===== config.mk =====
export PLATFORM = sky130hd
export DESIGN_NAME = registro_switches_ctrl
export DESIGN_NICKNAME = d
export VERILOG_FILES = /design/src/rtl/registro_switches_pkg.sv /design/src/rtl/button_debouncer.sv /design/src/rtl/registro_switches_ctrl.sv
export SDC_FILE = /design/constraint.sdc
export NUM_CORES = 1
export LEC_CHECK = 0
export ABC_AREA = 1
export CORE_ASPECT_RATIO = 0.7
export CORE_MARGIN = 3
export CORE_UTILIZATION = 32
export DETAILED_ROUTE_END_ITERATION = 8
export PLACE_DENSITY_LB_ADDON = 0.2
export SYNTH_ARGS = -nofsm -noshare
export SYNTH_HDL_FRONTEND = slang
export SYNTH_SLANG_ARGS = --single-unit

===== constraint.sdc =====
create_clock -name clck_i -period 3.3 [get_ports clck_i]
set_clock_uncertainty 0.1 [all_clocks]
set_input_delay 0.66 -clock clck_i [delete_from_list [all_inputs] [get_ports clck_i]]
set_output_delay 0.66 -clock clck_i [all_outputs]
set_load 0.01 [all_outputs]

===== src/rtl/registro_switches_pkg.sv =====
// Shared constants for the switch/button status register peripheral.
package registro_switches_pkg;

  // Layout of the memory-mapped status word.
  localparam int unsigned WORD_W  = 32;
  localparam int unsigned SW_LSB  = 0;
  localparam int unsigned BTN_LSB = 16;

  // Default sizing of the peripheral.
  localparam int unsigned N_SWITCHES_DEF      = 16;
  localparam int unsigned N_BUTTONS_DEF       = 4;
  localparam int unsigned DEBOUNCE_CYCLES_DEF = 256;

  // One extra bit beyond what DEBOUNCE_CYCLES-1 needs, so the counter can
  // saturate well before it could ever wrap.
  function automatic int unsigned cnt_width(input int unsigned cycles);
    return $clog2(cycles) + 1;
  endfunction

endpackage


===== src/rtl/button_debouncer.sv =====
// One push-button: 2-FF synchroniser followed by a stable-state debouncer.
// A new level is accepted only after it has differed from the stable state
// for DEBOUNCE_CYCLES consecutive cycles; any agreeing cycle restarts the count.
module button_debouncer
  import registro_switches_pkg::*;
#(
  parameter int unsigned DEBOUNCE_CYCLES = DEBOUNCE_CYCLES_DEF
) (
  input  logic clck_i,
  input  logic rst_i,
  input  logic boton_i,
  output logic estado_o
);

  localparam int unsigned      CNT_W    = cnt_width(DEBOUNCE_CYCLES);
  localparam logic [CNT_W-1:0] CNT_LAST = CNT_W'(DEBOUNCE_CYCLES - 1);
  localparam logic [CNT_W-1:0] CNT_MAX  = '1;

  logic             meta_q, meta_d;
  logic             sync_q, sync_d;
  logic             stable_q, stable_d;
  logic [CNT_W-1:0] cnt_q, cnt_d;

  // Next-state: synchroniser shift, then count disagreement with the stable level.
  always_comb begin
    // NOTE: every combinational output gets a default before any branch, so no path can infer a latch.
    meta_d   = boton_i;
    sync_d   = meta_q;
    stable_d = stable_q;
    cnt_d    = '0;
    if (sync_q != stable_q) begin
      if (cnt_q >= CNT_LAST) begin
        stable_d = sync_q;
        cnt_d    = '0;
      end else if (cnt_q != CNT_MAX) begin
        cnt_d = cnt_q + 1'b1;
      end else begin
        cnt_d = cnt_q;
      end
    end
  end

  // State registers with synchronous active-low clear.
  always_ff @(posedge clck_i) begin
    // NOTE: sequential state uses non-blocking assignments so every flop samples pre-edge values.
    if (!rst_i) begin
      meta_q   <= 1'b0;
      sync_q   <= 1'b0;
      stable_q <= 1'b0;
      cnt_q    <= '0;
    end else begin
      meta_q   <= meta_d;
      sync_q   <= sync_d;
      stable_q <= stable_d;
      cnt_q    <= cnt_d;
    end
  end

  assign estado_o = stable_q;

endmodule


===== src/rtl/registro_switches_ctrl.sv =====
// Input peripheral: synchronised switches and debounced buttons packed into
// one read-only 32-bit status word. Level-based, no sticky or edge flags.
module registro_switches_ctrl
  import registro_switches_pkg::*;
#(
  parameter int unsigned N_SWITCHES      = N_SWITCHES_DEF,
  parameter int unsigned N_BUTTONS       = N_BUTTONS_DEF,
  parameter int unsigned DEBOUNCE_CYCLES = DEBOUNCE_CYCLES_DEF
) (
  input  logic                  clck_i,
  input  logic                  rst_i,
  input  logic [N_SWITCHES-1:0] switches_i,
  input  logic [N_BUTTONS-1:0]  botones_i,
  output logic [WORD_W-1:0]     registro_switches_o
);

  logic [N_SWITCHES-1:0] sw_meta_q, sw_meta_d;
  logic [N_SWITCHES-1:0] sw_sync_q, sw_sync_d;
  logic [N_BUTTONS-1:0]  btn_stable;
  logic [WORD_W-1:0]     word_q, word_d;

  // One independent debouncer per button.
  for (genvar i = 0; i < N_BUTTONS; i++) begin : g_btn
    button_debouncer #(
      .DEBOUNCE_CYCLES(DEBOUNCE_CYCLES)
    ) u_debouncer (
      .clck_i  (clck_i),
      .rst_i   (rst_i),
      .boton_i (botones_i[i]),
      .estado_o(btn_stable[i])
    );
  end

  // Switch synchroniser shift and assembly of the status word; unused bits stay 0.
  always_comb begin
    sw_meta_d = switches_i;
    sw_sync_d = sw_meta_q;
    word_d    = '0;
    word_d[SW_LSB  +: N_SWITCHES] = sw_sync_q;
    word_d[BTN_LSB +: N_BUTTONS]  = btn_stable;
  end

  // Switch synchroniser and output register with synchronous active-low clear.
  always_ff @(posedge clck_i) begin
    if (!rst_i) begin
      sw_meta_q <= '0;
      sw_sync_q <= '0;
      word_q    <= '0;
    end else begin
      sw_meta_q <= sw_meta_d;
      sw_sync_q <= sw_sync_d;
      word_q    <= word_d;
    end
  end

  assign registro_switches_o = word_q;

endmodule


==> results of run 1 <==
## layout by cell type (no fill, tap or decap)
| cell | Yosys | layout |
|---|---|---|
| nor2_1 | 58 | 58 |
| buf_2 | 9 | 1 |
| a21oi_1 | 10 | 10 |
| nand4_2 | 3 | 3 |
| o21ai_0 | 5 | 5 |
| conb_1 | 1 | 12 |
| o21bai_1 | 3 | 3 |
| nor4_1 | 1 | 1 |
| nand4_4 | 1 | 1 |
| nand2_2 | 1 | 1 |
| clkbuf_8 | 0 | 1 |
| inv_8 | 0 | 2 |
| nand3_2 | 2 | 2 |
| clkbuf_16 | 0 | 9 |
| nand4_1 | 4 | 4 |
| mux2i_1 | 4 | 4 |
| nand2_1 | 113 | 113 |
| o22ai_1 | 1 | 1 |
| bufinv_16 | 0 | 1 |
| buf_4 | 15 | 2 |
| ha_1 | 12 | 12 |
| nor3_1 | 3 | 3 |
| dfxtp_1 | 100 | 100 |
| clkinv_4 | 0 | 2 |
| inv_1 | 104 | 104 |
| clkdlybuf4s50_1 | 0 | 40 |
| inv_6 | 0 | 1 |
| nand3_1 | 18 | 18 |
| xor2_1 | 12 | 12 |
| nor2_2 | 8 | 8 |
| nand3b_1 | 1 | 1 |
## path summary, 6_finish.rpt
kind | startpoint | endpoint | slack [ns] | cells past startpoint
min | sw_meta_q[14]$_SDFF_PN0_ | sw_sync_q[14]$_SDFF_PN0_ | 0.31 | 2
min reg2reg | sw_meta_q[14]$_SDFF_PN0_ | sw_sync_q[14]$_SDFF_PN0_ | 0.31 | 2
max reg2reg | g_btn[0].u_debouncer.cnt_q[0]$_SDFFE_PP0P_ | g_btn[0].u_debouncer.cnt_q[4]$_SDFFE_PP0P_ | 1.30 | 8
max | g_btn[0].u_debouncer.cnt_q[0]$_SDFFE_PP0P_ | g_btn[0].u_debouncer.cnt_q[4]$_SDFFE_PP0P_ | 1.30 | 8
## Yosys cell counts (all sizes together) (3+ instances only)
library cell	count
nand2	114
inv	104
dfxtp	100
nor2	66
buf	24
nand3	20
ha	12
xor2	12
a21oi	10
nand4	8
o21ai	5
mux2i	4
nor3	3
o21bai	3
## power groups by stage
| stage | logic (uW) | registers, uW | clock network, uW |
|---|---|---|---|
| after detailed placement | 88.9 | 1270 | 0 |
| after global placement | 88.0 | 1270 | 0 |
| after floorplan | 55.4 | 1270 | 0 |
| final | 87.1 | 1240 | 1090 |
| after global routing | 101 | 1250 | 1180 |
| after CTS | 89.2 | 1240 | 1140 |
## flip-flops by register name, indices dropped and copies added (netlist names)
signal,cells
g_btn.u_debouncer.cnt_q,36
registro_switches_o,20
sw_meta_q,16
sw_sync_q,16
g_btn.u_debouncer.estado_o,4
g_btn.u_debouncer.meta_q,4
g_btn.u_debouncer.sync_q,4
## cells by family (layout without fill, tap and decap cells)
family	count (synthesis)	count (layout)	synth area share, %
flops	100	100	51.7
fa+ha+maj	12	12	3.88
buf+inv	128	163	14.1
mux	4	4	1.03
simple gates	213	213	23.8
xor+xnor	12	12	2.71
compound gates	19	19	2.68
other cells	1	12	0.0968
## per-layer routing
metal	vias up	share of wire [%]	track usage (%)
li1	1495	-	-
met1	1134	50	12.6
met2	38	43	15.3
met3	10	5.7	4.27
met4	0	1.6	3.53
met5	-	0	0
## area by class of cell
class	count	area, um2
multi-input cells	272	1370
inverters	104	390
well taps	153	191
fillers	1154	6720
clock buffers	10	239
clock inverters	6	78.8
flip-flops and latches	100	2000
repair buffers	43	420
## critical path: cells and delay by family, from the launching register on
kind	cells	cell delay [ns]
XOR/XNOR	1	0.14
flip-flops	1	0.37
AND/OR/NAND/NOR	5	0.62
adder cells (fa/ha/maj)	2	0.64
## stage by stage
stage,instances,worst slack (ns),power [uW]
after global placement,672,1.35,1360
after CTS,688,1.30,2470
after global routing,688,1.07,2530
final,688,1.30,2420
after floorplan,500,1.55,1330
after detailed placement,672,1.32,1360
==> flow_summary.toml, run 1 <==
[layout]
area_growth_pct = 21.0
final_nets = 564
antennaDiodeCount = 0
final_area_um2 = 4690
utilization_pct = 41.1
drive_gt1_share_pct = 6.36

[worst_setup_path]
critPathKind = "register to register"
arrival_ns = 2.12
cp-start-kind = "register"
crit_path_cell_trace = "ha_1 > nand2_1 > nor4_1 > ha_1 > nor2_2 > nand2_1 > xor2_1 > nor2_1"
critPathCaptureType = "register"
slowest_delay_ns = 0.46
required_ns = 3.42
critPathMaxFanout = 9
cpMaxStageDelayCell = "ha_1"

[timing]
timing.final.hold_violations = 0
hold_slack_ns = 0.312
rsz0062_at_grt = "no"
finalCritPeriodShare_pct = 60.5
fmax_ghz = 0.501
setup_viol = 0
worst_pin_slew_ns = 0.514
fin_setup_tns_ns = 0
fin_crit_ns = 2.00
drv_slew = 0
relSlewSlack_pct = 65.7

[grt]
grt_pass1_vias = 2504
grt_pass1_wl_um = 10900
grt_max_degree = 26
track_usage_pct = 10.0
overflow = 0
antenna_found_initial = 0

[floorplan]
die_area_um2 = 13500
die_h_um = 98.1
start_util_pct = 33.9
pin_count = 54
die_width_um = 138
core_area_um2 = 11400
row_count = 32

[cts]
cts.repair.resized = 0
cts_sinks = 100
clk_pin_slew_ns = 0.07
cts_setup_buffers = 0
cts_tree = "built"
clk_latency_ns = 0.33
cts-root-buf = "clkbuf_16"
cts_made_buffers = 9
htree_levels = 3
clock_path_buffers = 2
postCtsHoldBufs = 0

[yosys]
dominantRegCellSynth = "dfxtp_1"
yosys-top-cells-area = "dfxtp_1, nand2_1, inv_1"
syn_area_um2 = 3870
synth_top_cell_by_area = "dfxtp_1"
synth_area_per_cell_um2 = 7.92
yosysUniqueCellTypes = 24
synth_edf_count = 0
synth-seq-cells = 100
synthCells = 489
synth_top_area_share_pct = 51.7
yosysWarnings = 0
async_flop_share_pct = 0
synth-seq-area-share_pct = 51.7

[route]
postRouteAntennaNets = 0
drc_errors = 0
dr.pass1.iters = 4
dr.first_iter.drc_count = 122
wl_um = 6100
routed-via-count = 2677
wl_per_cell_um = 8.87
vias_per_cell = 3.89

[flow_run]
drv_cap = 0

[power]
share_comb_of_total_power_pct = 3.6
powerDensity_nw_per_um2 = 516
ir_worst_vdd_mv = 0.306
p_sw_uw = 517
p_int_uw = 1900
p_seq_share_pct = 51.4
clkPwrFrac_pct = 45.0
swShare_pct = 21.4
p_leak_uw = 0.00237

[place]
gp_congestion = 0.760
place_area_um2 = 4370
numPortBuffers = 41
dp_hpwl_um = 4360

[min_path]
hold_class = "register to register"

[status]
status = "finished, final reports clean"
No activity file was read; power rests on OpenSTA's default activity.
==> run 2: changes to the inputs <==
==> constraint.sdc (replaced) <==
create_clock -name clck_i -period 1.89 [get_ports clck_i]
set_clock_uncertainty 0.1 [all_clocks]
set_input_delay 0.378 -clock clck_i [delete_from_list [all_inputs] [get_ports clck_i]]
set_output_delay 0.378 -clock clck_i [all_outputs]
set_load 0.01 [all_outputs]
==> run 2 against run 1 <==
Against the previous run:
- die area unchanged
- critical path depth shrank 1
- utilization up 0.68 points
- critical path type unchanged
- combinational power is 83% higher
- sequential power increased by 75%
- maximum frequency is 15% higher
- global-route usage up 0.080 points
- worst setup slack got worse by 1.1 ns
- via count up 2.5%
- largest power group unchanged
- routed wire length rose by 0.92%
- non-clock buffer count up 12
==> flow_summary.toml, run 2 (same netlist as run 1, synthesis figures left out) <==
[layout]
final_area_um2 = 4760
final_nets = 576
layout_common_cells = "nand2_1, inv_1, dfxtp_1, nor2_1, clkdlybuf4s50_1"
top_register = "g_btn.u_debouncer.cnt_q"
final_common_cell = "nand2_1"
antennaDiodeCount = 0
largest_register_ffs = 36
drive_gt1_share_pct = 9.52
area_growth_pct = 23.0

[cts]
cts-root-buf = "clkbuf_16"
cts_sinks = 100
cts_tree = "built"
clk_latency_ns = 0.33
cts_made_buffers = 9
clock_path_buffers = 2
cts.repair.resized = 0
cts_setup_buffers = 0
clk_pin_slew_ns = 0.07
htree_levels = 3
postCtsHoldBufs = 0

[route]
vias_per_cell = 3.93
drc_errors = 0
wl_per_cell_um = 8.81
dr.pass1.iters = 4
postRouteAntennaNets = 0
dr.first_iter.drc_count = 124
wl_um = 6160
routed-via-count = 2745

[worst_setup_path]
arrival_ns = 1.86
critPathCaptureType = "register"
path_buf_inv = 1
required_ns = 2.02
reg2reg_setup_slack_ns = 0.16
cpMaxStageDelayCell = "dfxtp_1"
critPathMaxFanout = 6
cp-start-kind = "register"
slowest_delay_ns = 0.35
cp_top_family = "adder cells"
crit_path_cell_trace = "ha_1 > nand2_1 > nor4_2 > ha_2 > buf_4 > mux2i_1 > nor2_1"
critPathKind = "register to register"

[power]
powerDensity_nw_per_um2 = 841
p_leak_uw = 0.00239
finalPower_uw = 4010
ir_worst_vdd_mv = 0.415

[grt]
met2_usage_pct = 15.6
track_usage_pct = 10.1
overflow = 0
grt_pass1_wl_um = 11100
met1_usage_pct = 13.2
grt_busiest_layer = "met2"
grtUsageMet3_pct = 3.86
grt_pass1_vias = 2631
grt_max_degree = 23
antenna_found_initial = 0

[floorplan]
pin_count = 54
core_area_um2 = 11400
start_util_pct = 33.9
die_area_um2 = 13500
die_width_um = 138
row_count = 32
die_h_um = 98.1

[flow_run]
drv_cap = 0

[timing]
finalCritPeriodShare_pct = 91.7
drv_slew = 0
fmax_ghz = 0.577
fin_crit_ns = 1.73
setup_viol = 0
timing.final.hold_violations = 0

[place]
numPortBuffers = 41
gp_congestion = 0.775
place_area_um2 = 4460
dp_hpwl_um = 4520

[status]
status = "finished, final reports clean"

[min_path]
hold_class = "register to register"
## run 2: area by class of cell
cell class | instances | area [um2]
sequential | 100 | 2000
tap | 153 | 191
clock inverter | 5 | 45.0
multi-input combinational | 272 | 1400
inverter | 104 | 390
fill | 1156 | 6650
timing repair buffer | 55 | 510
clock buffer | 10 | 229
## run 2: routing by layer
| layer | up-vias | routed length (um) |
|---|---|---|
| met5 | - | 0 |
| met4 | 0 | 65 |
| met3 | 6 | 275 |
| met2 | 40 | 2650 |
| met1 | 1175 | 3160 |
| li1 | 1524 | - |
## run 2: worst paths after layout
kind                                                                 start                                          to  cells after the start
worst max-delay path            g_btn[0].u_debouncer.cnt_q[1]$_SDFFE_PP0P_  g_btn[0].u_debouncer.cnt_q[1]$_SDFFE_PP0P_                      7
worst min-delay path                              sw_meta_q[13]$_SDFF_PN0_                    sw_sync_q[13]$_SDFF_PN0_                      2
worst max register to register  g_btn[0].u_debouncer.cnt_q[1]$_SDFFE_PP0P_  g_btn[0].u_debouncer.cnt_q[1]$_SDFFE_PP0P_                      7
worst min register to register                    sw_meta_q[13]$_SDFF_PN0_                    sw_sync_q[13]$_SDFF_PN0_                      2
## run 2: through the flow
stage / instances / util (%) / hold slack, ns / worst slack [ns] / setup TNS, ns
floorplan: 500 / - / 0.290 / 0.137 / 0
global route: 699 / 41.8 / 0.328 / -0.0298 / -0.0833
finish: 699 / 41.8 / 0.310 / 0.156 / 0
global placement: 684 / 39.1 / 0.293 / 0.113 / 0
detailed placement: 684 / 39.1 / 0.296 / 0.0241 / 0
CTS: 699 / 41.5 / 0.313 / 0.0100 / 0
## run 2: tightest hold or removal path, cell delays in order, from the launching register on
cell and delay (ns):
dfxtp_1 0.31, nand2_1 0.04, inv_1 0.04
## run 2: report_power, final
part / total (uW) / internal (uW) / switching [uW]
sequential: 2170 / 2160 / 14.8
clock: 1680 / 906 / 770
combinational: 159 / 80.6 / 78.4
==> run 3: changes to the inputs <==
--- a/config.mk
+++ b/config.mk
@@ -5,12 +5,11 @@
 export SDC_FILE = /design/constraint.sdc
 export NUM_CORES = 1
 export LEC_CHECK = 0
-export ABC_AREA = 1
 export CORE_ASPECT_RATIO = 0.7
-export CORE_MARGIN = 3
 export CORE_UTILIZATION = 32
 export DETAILED_ROUTE_END_ITERATION = 8
 export PLACE_DENSITY_LB_ADDON = 0.2
+export REMOVE_ABC_BUFFERS = 1
 export SYNTH_ARGS = -nofsm -noshare
 export SYNTH_HDL_FRONTEND = slang
 export SYNTH_SLANG_ARGS = --single-unit
==> run 3 against run 2 <==
Against the previous run:
- global-route usage increased by 1.3 points
- via count shrank 8.7%
- routed wire length is 1.3% lower
- sequential share of layout area decreased by 0.20 points
- final cell count shrank 17%
- utilization up 1.6 points
- register-to-register slack got worse by 0.12 ns
==> flow_summary.toml, run 3 <==
[timing]
fin_crit_ns = 1.85
timing.final.hold_violations = 0
fmax_ghz = 0.541
relSlewSlack_pct = 63.2
fin_setup_tns_ns = 0
worst_pin_slew_ns = 0.552
drv_slew = 0
rsz0062_at_grt = "no"
setup_viol = 0
finalCritPeriodShare_pct = 97.8
hold_slack_ns = 0.331

[route]
vias_per_cell = 4.30
dr.pass1.iters = 4
dr.first_iter.drc_count = 101
wl_um = 6080
wl_per_cell_um = 10.4
drc_errors = 0
routed-via-count = 2505
postRouteAntennaNets = 0

[layout]
antennaDiodeCount = 0
top_register = "g_btn.u_debouncer.cnt_q"
area_growth_pct = 30.4
drive_gt1_share_pct = 17.2
final_common_cell = "dfxtp_1"
nFillCells = 1072
multi_input_area_um2 = 1630
final_area_um2 = 4810
final_nets = 460
largest_register_ffs = 36
seq_area_um2 = 2010
layout_common_cells = "dfxtp_1, and2_1, clkdlybuf4s50_1, buf_4, nor2_1"

[worst_setup_path]
cp-start-kind = "register"
path_buf_inv = 1
critPathLaunch = "g_btn[2].u_debouncer.cnt_q[0]$_SDFFE_PP0P_"
critPathKind = "register to register"
crit_path_cell_trace = "ha_1 > inv_1 > nor3_2 > ha_1 > nand4b_1 > or3_1 > a211oi_2"
cpMaxStageDelayCell = "or3_1"
cp_top_family = "simple AND/OR/NAND/NOR gates"
slowest_delay_ns = 0.35
crit_path_frequent_cell = "ha_1"
worstReg2RegStart = "g_btn[2].u_debouncer.cnt_q[0]$_SDFFE_PP0P_"
required_ns = 2.05
critPathMaxFanout = 3
critPathCaptureType = "register"
arrival_ns = 2.01

[floorplan]
row_count = 32
pin_count = 54
die_area_um2 = 12000
core_area_um2 = 11100
die_width_um = 130
die_h_um = 91.8
start_util_pct = 33.2

[cts]
cts_made_buffers = 9
clk_pin_slew_ns = 0.06
postCtsHoldBufs = 0
clock_path_buffers = 2
cts_tree = "built"
cts_sinks = 100
cts-root-buf = "clkbuf_16"
htree_levels = 3
clk_latency_ns = 0.34

[yosys]
async_flop_share_pct = 0
yosysUniqueCellTypes = 31
synth_top_cell_by_area = "dfxtp_1"
synth_commonest_cells = "dfxtp_1, and2_1, nor2_1"
synth-seq-area-share_pct = 54.3
synth-seq-cells = 100
synthCells = 356
yosysMostFrequentCell = "dfxtp_1"
synth_top_area_share_pct = 54.3
dominantRegCellSynth = "dfxtp_1"
yosys-top-cells-area = "dfxtp_1, and2_1, ha_1"
synth_area_per_cell_um2 = 10.4
yosysWarnings = 0
synth_edf_count = 0
syn_area_um2 = 3680

[flow_run]
drv_cap = 0

[grt]
overflow = 0
grt_pass1_vias = 2320
grt_max_degree = 27
grt_pass1_wl_um = 10600
antenna_found_initial = 0
track_usage_pct = 11.4

[status]
status = "finished, final reports clean"

[power]
p_leak_uw = 0.00189
ir_worst_vdd_mv = 0.460
powerDensity_nw_per_um2 = 878

[place]
dp_hpwl_um = 4220
gp_congestion = 0.783
numPortBuffers = 41
place_area_um2 = 4390

[min_path]
hold_class = "register to register"
hp-start = "sw_meta_q[10]$_SDFF_PN0_"
run 3: changes by cell type in the layout (fill, tap and decap cells not counted), moves of 5 or more:
cell / delta
buf_4: +16
and2_1: +56
nand4b_1: +6
or3_1: +6
nand3_1: -11
nand2_1: -94
inv_1: -95
nor2_2: -5
nor2_1: -37
nor3_1: +12
run 3: kinds of logic (layout without fill, tap and decap cells):
kind of cell    count (synthesis)  after routing  share of synthesized area [%]
other cells                     1             12                          0.102
simple gates                  150            150                           23.3
buf+inv                        32             95                           4.82
mux                             8              8                           2.17
xor+xnor                       20             20                           4.75
compound gates                 33             33                           6.45
flops                         100            100                           54.3
fa+ha+maj                      12             12                           4.07
run 3: stage by stage:
step / worst slack [ns] / util, % / power (uW) / instances
2_1_floorplan: -0.0191 / - / 2270 / 344
3_3_place_gp: 0.0965 / 39.6 / 2370 / 566
3_5_place_dp: 0.0526 / 39.6 / 2370 / 566
4_1_cts: 0.0303 / 42.4 / 4300 / 581
5_1_grt: 0.000733 / 43.3 / 4400 / 583
6_report: 0.0407 / 43.3 / 4220 / 583
run 3: worst paths after layout:
kind / slack [ns] / cells after the start / to
max: 0.04 / 7 / g_btn[2].u_debouncer.cnt_q[6]$_SDFFE_PP0P_
min: 0.33 / 1 / sw_sync_q[10]$_SDFF_PN0_
max reg2reg: 0.04 / 7 / g_btn[2].u_debouncer.cnt_q[6]$_SDFFE_PP0P_
min reg2reg: 0.33 / 1 / sw_sync_q[10]$_SDFF_PN0_
run 3: layer usage:
layer / track usage (%) / part of all wire, %
met1: 15.3 / 52
met2: 16.0 / 41
met3: 4.73 / 4.8
met4: 4.36 / 1.6
met5: 0 / 0
run 3: repair_timing:
| action | in CTS | in global routing |
|---|---|---|
| buffers inserted | 0 | 2 |
| endpoints found under the setup margin | 0 | 19 |
| resized for setup | 0 | 27 |
run 3: layout make-up:
type | instances | area share (%)
clock buffers | 11 | 4.84
repair buffers | 71 | 13.1
flip-flops and latches | 100 | 41.8
well taps | 153 | 3.98
multi-input cells | 235 | 34.0
clock inverters | 4 | 1.56
inverters | 9 | 0.703
run 3: report_power, final:
group	internal [uW]	switching [uW]
registers	2160	12.7
logic	89.4	63.8
clock network	1150	743
